$ cat src/rtl/fetch_unit.sv
// Instruction fetch stage: three-state FSM driving a 6-bit PC into a
// combinational instruction memory and registering the word for decode.
module fetch_unit #(
    parameter logic [5:0]  RESET_PC  = 6'd0,
    parameter logic [15:0] HALT_WORD = 16'hFFFF
) (
    input  logic        clk,
    input  logic        rst_n,
    input  logic        start,
    input  logic        stall,
    input  logic        branch_taken,
    input  logic [5:0]  branch_target,
    output logic [5:0]  imem_addr,
    input  logic [15:0] imem_data,
    output logic [15:0] instr_out,
    output logic [5:0]  pc_out,
    output logic        instr_valid,
    output logic        halted
);

    typedef enum logic [1:0] {
        IDLE,
        FETCH,
        HALTED
    } state_t;

    state_t      state_q;
    state_t      state_d;
    logic [5:0]  pc_q;
    logic [5:0]  pc_d;
    logic [15:0] instr_d;
    logic [5:0]  pc_out_d;
    logic        valid_d;

    always_ff @(posedge clk or negedge rst_n) begin
        if (!rst_n) begin
            state_q     <= IDLE;
            pc_q        <= RESET_PC;
            instr_out   <= 16'h0000;
            pc_out      <= 6'd0;
            instr_valid <= 1'b0;
        end else begin
            state_q     <= state_d;
            pc_q        <= pc_d;
            instr_out   <= instr_d;
            pc_out      <= pc_out_d;
            instr_valid <= valid_d;
        end
    end

    always_comb begin
        state_d  = state_q;
        pc_d     = pc_q;
        instr_d  = instr_out;
        pc_out_d = pc_out;
        valid_d  = instr_valid;
        unique case (state_q)
            IDLE: begin
                valid_d = 1'b0;
                if (start) begin
                    state_d = FETCH;
                    pc_d    = RESET_PC;
                end
            end
            FETCH: begin
                // a redirect wins even over a stalled downstream
                if (branch_taken) begin
                    pc_d    = branch_target;
                    valid_d = 1'b0;
                end else if (!stall) begin
                    if (imem_data == HALT_WORD) begin
                        state_d = HALTED;
                        valid_d = 1'b0;
                    end else begin
                        instr_d  = imem_data;
                        pc_out_d = pc_q;
                        valid_d  = 1'b1;
                        pc_d     = pc_q + 6'd1;
                    end
                end
            end
            HALTED: begin
                valid_d = 1'b0;
                if (start) begin
                    state_d = FETCH;
                    pc_d    = RESET_PC;
                end
            end
            default: begin
                state_d = IDLE;
                pc_d    = RESET_PC;
                valid_d = 1'b0;
            end
        endcase
    end

    assign imem_addr = pc_q;
    assign halted    = (state_q == HALTED);

endmodule

$ cat config.mk
export PLATFORM = sky130hd
export DESIGN_NAME = fetch_unit
export DESIGN_NICKNAME = d
export VERILOG_FILES = /design/src/rtl/fetch_unit.sv
export SDC_FILE = /design/constraint.sdc
export NUM_CORES = 1
export LEC_CHECK = 0
export BUFFER_PORTS_ARGS = -buffer_cell sky130_fd_sc_hd__buf_2
export CORE_MARGIN = 3
export CORE_UTILIZATION = 52
export CTS_CLUSTER_DIAMETER = 200
export DETAILED_ROUTE_END_ITERATION = 10
export PLACE_DENSITY = 0.91
export SETUP_SLACK_MARGIN = 0.4
export SKIP_LAST_GASP = 1
export SLEW_MARGIN = 10
export SYNTH_ARGS = -nofsm -noshare
export SYNTH_HDL_FRONTEND = slang
export SYNTH_SLANG_ARGS = --single-unit
$ cat constraint.sdc
create_clock -name clk -period 3.66 [get_ports clk]
set_input_delay 0.549 -clock clk [delete_from_list [all_inputs] [get_ports clk]]
set_output_delay 0.549 -clock clk [all_outputs]
set_load 0.01 [all_outputs]
# == Word-level counts from Yosys, hierarchy flattened ==
# Cells that the tools add are included.
# word_totals
wordCells,37
latchBits,0
memories,0
rom_bits,0
mem_bits_rw,0
input_bits,27
out_inout_bits,30
regBits,31
# classes
bitwise_logic,3
multipliers,0
n_div,0
n_addsub,1
reduce_logical,5
order_cmp,0
mux,14
eq_ne,9
shift,0
# op_table
op,count
2-to-1 mux 6 bit,4
equality test 16 bit (second input constant),1
one-hot mux 6 bit (2 select lines),1
2-to-1 mux 2 bit,4
AND reduction 4 bit,2
adder 6 x 1 -> 6 bit (second input constant),1
!= test 2 bit (second input constant),3
!= test 3 bit (second input constant),2
2-to-1 mux 1 bit,4
one-hot mux 2 bit (2 select lines),1
NOT 1 bit,3
AND reduction 3 bit,1
equality test 2 x 1 -> 1 bit (second input constant),1
equality test 2 bit (second input constant),1
logical NOT 2 bit,1
!= test 2 x 1 -> 1 bit (second input constant),1
OR reduction 2 bit,1

# == Longest topological paths before layout ==
# Gate-level depths: netlist (run 1).
# depth
ltp_word,5
ltp_mapped,5

# == Least setup slack after synthesis (run 1) ==
# Ideal clock, no wire load.
# synth_timing
path_kind,input-to-reg
from,input branch_taken
to,register instr_out[0]
t_arrival_ns,1.719
setup_slack_ns,1.816
path_buffers,1
setup_time_ns,0.125
path_stages,4
t_required_ns,3.535
path_cell_list,or3b_4 nor3_4 buf_6 mux2_4
# synth_via
elab_chain_cells,2
# synth_rtl
item,line,rtl
from (decl),11,"input logic branch_taken,"
NOT 1 bit (no line),n/a,
AND reduction 4 bit (no line),n/a,
to (signal assigned),45,instr_out <= instr_d;
to (decl),15,"output logic [15:0] instr_out,"
# No other way between the ends.
# A chain may end at the register's enable or synchronous reset.

# == Final worst setup path (run 1) ==
# layout_timing
from,register state_q[0]
to,register instr_out[7]
# layout_via
elab_chain_cells,2
# layout_rtl
item,line,rtl
from (decl),27,state_t state_q;
from (signal assigned),43,state_q <= state_d;
equality test 2 x 1 -> 1 bit,57,unique case (state_q)
AND reduction 4 bit (no line),n/a,
# No other way between the ends.

==> summary.md, run 1 <==
| Metric | Value |
|---|---|
| Port Buffers | `between 50 and 60` |
| Fin area | `1936 um^2` |
| WL final | `3.474 mm` |
| Distinct cells, synth | `41` |
| Placer Congestion | `0.9203` |
| Final net count | `210` |
| GRT Util Overall | `20.06%` |
| Layout cells sized above 1 | `49.18%` |
| Clk root buf | `clkbuf_4` |
| Synth Area in Compound Gates | `11.38%` |
| Synth area leaders | `dfrtp_1 (50%), mux2_4 (19%), nand4_1 (2.0%)` |
| Slew headroom | `56.49%` |
| PostCTS Resize Cnt | `0` |
| Die Span Y | `60.80 um` |
| F_max | `444.4 MHz` |
| Syn Area/Cell | `12.70 um^2` |
| Antenna Cells | `0` |
| HP Class | `primary input to async pin` |
| Hold WS | `around 0.24 ns` |
| Final HPWL from detailed placement | `roughly 2.6 mm` |
| Vias in the first global route | `1247` |
| Clk Latency, worst-skew pair | `0.32 ns` |
| Largest family of logic cells by synthesized area | `multiplexers` |
| Setup TNS | `0 ns` |
| Post-route insts no fill | `around 210` |
| Synth Area in Simple Gates | `13.14%` |
| Post-synth top cells | `dfrtp_1 (31), mux2_4 (20), nand2_1 (6)` |
| Final Cycle Share | `61.48%` |
| Setup Skew | `0.003359 ns` |
| Initial antenna violation count | `0` |
| EDFF count, synth | `0` |
| Vias per cell | `5.841` |
| Fraction of synthesized area in multiplexers | `21.31%` |
| Hold Buf Count CTS | `0` |
| Placed Area | `~1800 um^2` |
| Total global routing overflow | `0` |
| Die Area | `3697 um^2` |
| Async S/R FF share, synth | `100.0%` |
| # IOs | `57` |
| Post-Syn Area | `1561 um^2` |
| Max Slew Vio Count | `0` |
| Detailed Route Iter0 Violations | `47` |
| # clock sinks | `31` |
| Final hold violation count | `0` |
| Post-Synth Adder-Cell Area | `0.8013%` |
| CTS tree | `done` |
| Ys Warns | `0` |
| Rows | `19` |
| # Post-CTS Setup Buffers | `0` |
| CTS buffer count | `5` |
| Final setup violation count | `0` |
| Slew @ Worst Pin | `0.6527 ns` |
| Post-synthesis sequential area ratio | `49.68%` |
| Largest net degree at the start of global routing | `32` |
| Post-synth net total | `151` |
| Max IR drop VDD | `0.3427 mV` |
| Worst R2R End | `instr_out[7]$_DFFE_PN0P_` |
| R2r worst-path depth | `4` |
| CP arrival | `2.46 ns` |
| Core area | `2805 um^2` |
| Number of remaining DRC errors | `0` |
| Pwr/cell area | `619.3 nW/um^2` |
| H-tree depth | `2` |
| Synth Area in XOR/XNOR | `0%` |
| Reg-to-Reg Start | `state_q[0]$_DFFE_PN0P_` |
| Crit Path Category | `register to register` |
| Nature of the critical path endpoint | `register` |
| Die X | `60.80 um` |
| #FFs+latches synth | `31` |
| CTS Buffer Depth | `2` |
| CTS clk-pin slew, worst paths | `0.10 ns` |
| Max Fanout on Critical Path | `14` |
| Min cycle time layout | `2.250 ns` |
| Share of Yosys cell area claimed by the top area cell type | `49.68%` |
| R2r setup slk | `1.41 ns` |
| Static Leak | `about 1 nW` |
| Starting Density | `55.66%` |
| Vias | `1250` |
| TritonRoute pass-1 iters | `4` |
| Startpoint types | `register` |
| Syn-to-layout area delta | `23.96%` |
| Count of antenna-violating nets left after detailed routing | `0` |
| First-pass GRT wire length | `roughly 5.5 mm` |
| Total Power | `around 1.2 mW` |
| Most frequent cell after synthesis | `dfrtp_1` |
| Ys flop type | `dfrtp_1` |
| Required @ worst endpoint | `3.87 ns` |
| Max cap viols | `0` |
| Cell taking the most area after synthesis | `dfrtp_1` |
| RSZ-0062 raised after global routing | `false` |
| Routed wire length per instance | `between 15 and 20 um` |
| Dpl cells | `slightly above 200` |
| Syn Inst Count | `123` |
| Status | `complete, no violations` |
-- kinds of logic after synthesis --
family	after synthesis
compound gates	25
fa+ha+maj	1
buf+inv	10
flops	31
mux	23
simple gates	33
-- per-layer routing --
layer / vias to the layer above / GRT usage, % / wire length (um)
met5: - / 0 / 0
met4: 0 / 10.84 / 70
met3: 11 / 4.043 / 211
met2: 57 / 30.23 / 1687
met1: 600 / 27.16 / 1505
li1: 582 / - / -
-- report_power, final --
part           total (mW)  switching [mW]  internal, mW  leakage [nW]
clock network       0.278           0.116         0.161        0.0482
registers           0.522          0.0818         0.440         0.367
logic               0.399           0.181         0.219         0.558
total                1.20           0.379         0.820         0.974
-- flip-flops by register name, summed over array words and instances, names as in the netlist --
register     flops
state_q          2
instr_out       16
instr_valid      1
pc_out           6
imem_addr        6
-- metrics by stage --
stage	setup WS (ns)	util, %
floorplan	1.816	-
global placement	1.214	65.92
detailed placement	1.129	65.92
CTS	1.416	69.00
global route	1.292	69.00
finish	1.410	69.00
-- final cells by class --
class	instances	area, um^2
Clock buffer	6	51.30
Clock inverter	2	35.03
Fill cell	211	869.6
Inverter	5	18.77
Multi-Input combinational cell	82	728.2
Sequential cell	31	775.7
Tap cell	31	38.79
Timing Repair Buffer	57	287.8
-- how the worst max path moves through the flow --
stage	start	to	slack, ns	cells after the start
floorplan	branch_taken	instr_out[0]$_DFFE_PN0P_	1.82	4
global placement	branch_taken	pc_out[4]$_DFFE_PN0P_	1.21	5
detailed placement	branch_taken	instr_out[2]$_DFFE_PN0P_	1.13	5
CTS	state_q[0]$_DFFE_PN0P_	instr_out[2]$_DFFE_PN0P_	1.42	4
global route	state_q[0]$_DFFE_PN0P_	instr_out[7]$_DFFE_PN0P_	1.29	4
finish	state_q[0]$_DFFE_PN0P_	instr_out[7]$_DFFE_PN0P_	1.41	4
-- worst max-delay path, stage by stage (launching register included) --
cell     delay, ns
dfrtp_1       0.48
or3b_4        0.47
nor3_4        0.49
buf_4         0.38
mux2_4        0.33
-- placed cells by master, fill, tap and decap left out, drive strengths merged, types with 3 or more instances in the layout --
master	n
clkbuf	6
buf	57
nand4	5
a21o	3
nand2	6
a21oi	5
nor2	3
o22ai	3
inv	5
nand2b	4
o21ai	3
mux2	22
nand3	3
dfrtp	31
Power figures use the tool's default switching activity.
==> inputs of run 2 (changes only) <==
Settings changed: ABC_AREA set to 1, CORE_UTILIZATION 52 to 48, PLACE_DENSITY 0.91 to 0.87.
Clock period 3.66 ns to 2.17 ns, I/O delays scaled along.
==> run 2 against run 1 <==
- synthesized area is 5.1% lower
- fmax rose by 60%
- combinational power increased by 2%
- largest cell class unchanged
- largest power group unchanged
- sequential share of layout area is 3.2 points higher
- via count is 9.5% higher
- sequential cell count did not move
==> summary.md, run 2 <==
| Metric | Value |
|---|---|
| Top reg by flops | `instr_out` |
| PostCTS Resize Cnt | `0` |
| Cell taking the most area after synthesis | `dfrtp_1` |
| Post-synth top cells | `nand2_1 (72), dfrtp_1 (31), nand3_1 (23)` |
| Largest net degree at the start of global routing | `32` |
| Share of Yosys cell area claimed by the top area cell type | `52.36%` |
| Vias | `1369` |
| Static Leak | `1.006 nW` |
| Slowest stage delay, CP | `0.37 ns` |
| Post-synthesis sequential area ratio | `52.36%` |
| DR WL met3 | `~260 um` |
| Synth area leaders | `dfrtp_1 (52%), nand2_1 (18%), nand3_1 (7.8%)` |
| Slew @ Worst Pin | `a little under 0.7 ns` |
| Slowest stage cell, crit path | `dfrtp_1` |
| CTS clk-pin slew, worst paths | `about 0.1 ns` |
| Count of antenna-violating nets left after detailed routing | `0` |
| CTS tree | `done` |
| Crit-path leading delay family | `simple AND/OR/NAND/NOR gates` |
| Clk root buf | `clkbuf_4` |
| Antenna Cells | `0` |
| # IOs | `57` |
| Vias per cell | `around 5` |
| Starting Density | `51.93%` |
| Routed met2 length | `1.565 mm` |
| Rows | `19` |
| Dpl cells | `approximately 260` |
| Layout cells sized above 1 | `29.96%` |
| Hold Buf Count CTS | `0` |
| GRT Util Overall | `19.29%` |
| Post-Syn Area | `1481 um^2` |
| Top sig layer | `met4` |
| #FFs+latches synth | `31` |
| Max FFs per register | `16` |
| Crit Path Category | `register to register` |
| Post-Synth Adder-Cell Area | `0.8446%` |
| Port Buffers | `56` |
| Initial antenna violation count | `0` |
| Total global routing overflow | `0` |
| First-pass GRT wire length | `5.361 mm` |
| CP most frequent cell | `nand2_2` |
| Max Fanout on Critical Path | `26` |
| Syn-to-layout area delta | `20.95%` |
| Syn Inst Count | `180` |
| Final net count | `265` |
| Async S/R FF share, synth | `100.0%` |
| Startpoint types | `register` |
| Final HPWL from detailed placement | `2.555 mm` |
| Final Cycle Share | `64.98%` |
| Ys flop type | `dfrtp_1` |
| Number of remaining DRC errors | `0` |
| Synth Area in XOR/XNOR | `under 10%` |
| Status | `complete, no violations` |
| Setup Skew | `0.009308 ns` |
| Final hold violation count | `0` |
| # clock sinks | `31` |
| Most frequent cells in the layout | `nand2_1 (72), buf_2 (56), dfrtp_1 (31), nand3_1 (23), o21ai_0 (16)` |
| Min cycle time layout | `~1.4 ns` |
| Core Util, Final | `62.81%` |
| Core area | `2853 um^2` |
| WL final | `3.394 mm` |
| M1 wire length | `1.517 mm` |
| Total Power | `1.517 mW` |
| Die Span Y | `61.56 um` |
| Nature of the critical path endpoint | `register` |
| H-tree depth | `2` |
| Setup TNS | `0 ns` |
| Fin area | `1792 um^2` |
| CP bufs+invs | `1` |
| Syn Area/Cell | `a little over 8 um^2` |
| Required @ worst endpoint | `2.41 ns` |
| Placed Area | `1735 um^2` |
| CTS Buffer Depth | `2` |
| Max cap viols | `0` |
| # Post-CTS Setup Buffers | `0` |
| Clk Latency, worst-skew pair | `0.33 ns` |
| Placer Congestion | `0.8235` |
| Max IR drop VDD | `0.4128 mV` |
| Ys Warns | `0` |
| Most common cell after layout, fill and taps aside | `nand2_1` |
| F_max | `709.2 MHz` |
| Die X | `61.56 um` |
| Synth Area in Simple Gates | `32.09%` |
| Max Slew Vio Count | `0` |
| Slew headroom | `54.84%` |
| Vias in the first global route | `roughly 1200` |
| Final setup violation count | `0` |
| Routed wire length per instance | `about 13 um` |
| R2r worst-path depth | `5` |
| RSZ-0062 raised after global routing | `false` |
| Post-route insts no fill | `268` |
| CP arrival | `1.65 ns` |
| Fraction of synthesized area in multiplexers | `less than 1%` |
| Synth Area in Compound Gates | `5.405%` |
| Critical path depth in cells | `5` |
| Pwr/cell area | `between 800 and 900 nW/um^2` |
| Largest family of logic cells by synthesized area | `simple AND/OR/NAND/NOR gates` |
| Detailed Route Iter0 Violations | `just under 100` |
| EDFF count, synth | `0` |
| TritonRoute pass-1 iters | `4` |
| Distinct cells, synth | `19` |
| HP Class | `primary input to async pin` |
| Crit-path cells | `inv_1, nand2_2, nor3_2, nand2_2, o21ai_0` |
| Post-synth net total | `approximately 210` |
| Most frequent cell after synthesis | `nand2_1` |
| Die Area | `3789 um^2` |
| CTS buffer count | `5` |
==> run 2: power by group <==
group	internal [mW]	switching, mW	total (mW)
registers	0.686	0.0851	0.771
logic	0.170	0.236	0.406
clock network	0.150	0.189	0.339
total	1.01	0.510	1.52
==> run 2: kinds of logic (layout without fill, tap and decap cells) <==
family,after synthesis,in the layout
muxes,1,1
buffers and inverters,17,74
xor gates and xnor gates,2,2
AOI/OAI and AO/OA,16,16
adders and majority gates,1,1
and+or+nand+nor,112,112
DFF,31,31
==> run 2: cell type report <==
type | instances | area [um^2]
clock buffers | 6 | 51.30
inverters | 10 | 37.54
multi-input cells | 132 | 595.6
flip-flops and latches | 31 | 775.7
fillers | 274 | 1061
clock inverters | 1 | 5.005
repair buffers | 57 | 287.8
well taps | 31 | 38.79
==> run 2: through the flow <==
| stage | setup WS [ns] | hold slack (ns) |
|---|---|---|
| CTS | 0.7661 | 0.04081 |
| floorplan | 0.9655 | 0.02991 |
| detailed placement | 0.4462 | 0.4024 |
| global route | 0.5797 | 0.06397 |
| global placement | 0.5122 | 0.3969 |
| finish | 0.7600 | 0.02126 |
==> run 2: path summary, 6_finish.rpt <==
check	startpoint	end	slack (ns)
min in group clk	imem_data[5]	instr_out[5]$_DFFE_PN0P_	0.23
max reg2reg	state_q[1]$_DFFE_PN0P_	pc_out[5]$_DFFE_PN0P_	0.76
min	rst_n	instr_out[12]$_DFFE_PN0P_	0.02
max	state_q[1]$_DFFE_PN0P_	pc_out[5]$_DFFE_PN0P_	0.76
min reg2reg	instr_out[15]$_DFFE_PN0P_	instr_out[15]$_DFFE_PN0P_	0.48
max in group asynchronous	rst_n	imem_addr[4]$_DFFE_PN0P_	1.71
==> run 2: metal layers <==
layer / GRT usage, % / vias to the layer above
met5: 0 / -
met3: 5.660 / 7
met1: 25.26 / 632
met2: 30.64 / 48
met4: 6.364 / 0
li1: - / 682
==> run 2: worst reg2reg max path, stage by stage (launching register included) <==
cell and delay [ns]:
dfrtp_1 0.37, inv_1 0.08, nand2_2 0.08, nor3_2 0.18, nand2_2 0.33, o21ai_0 0.28
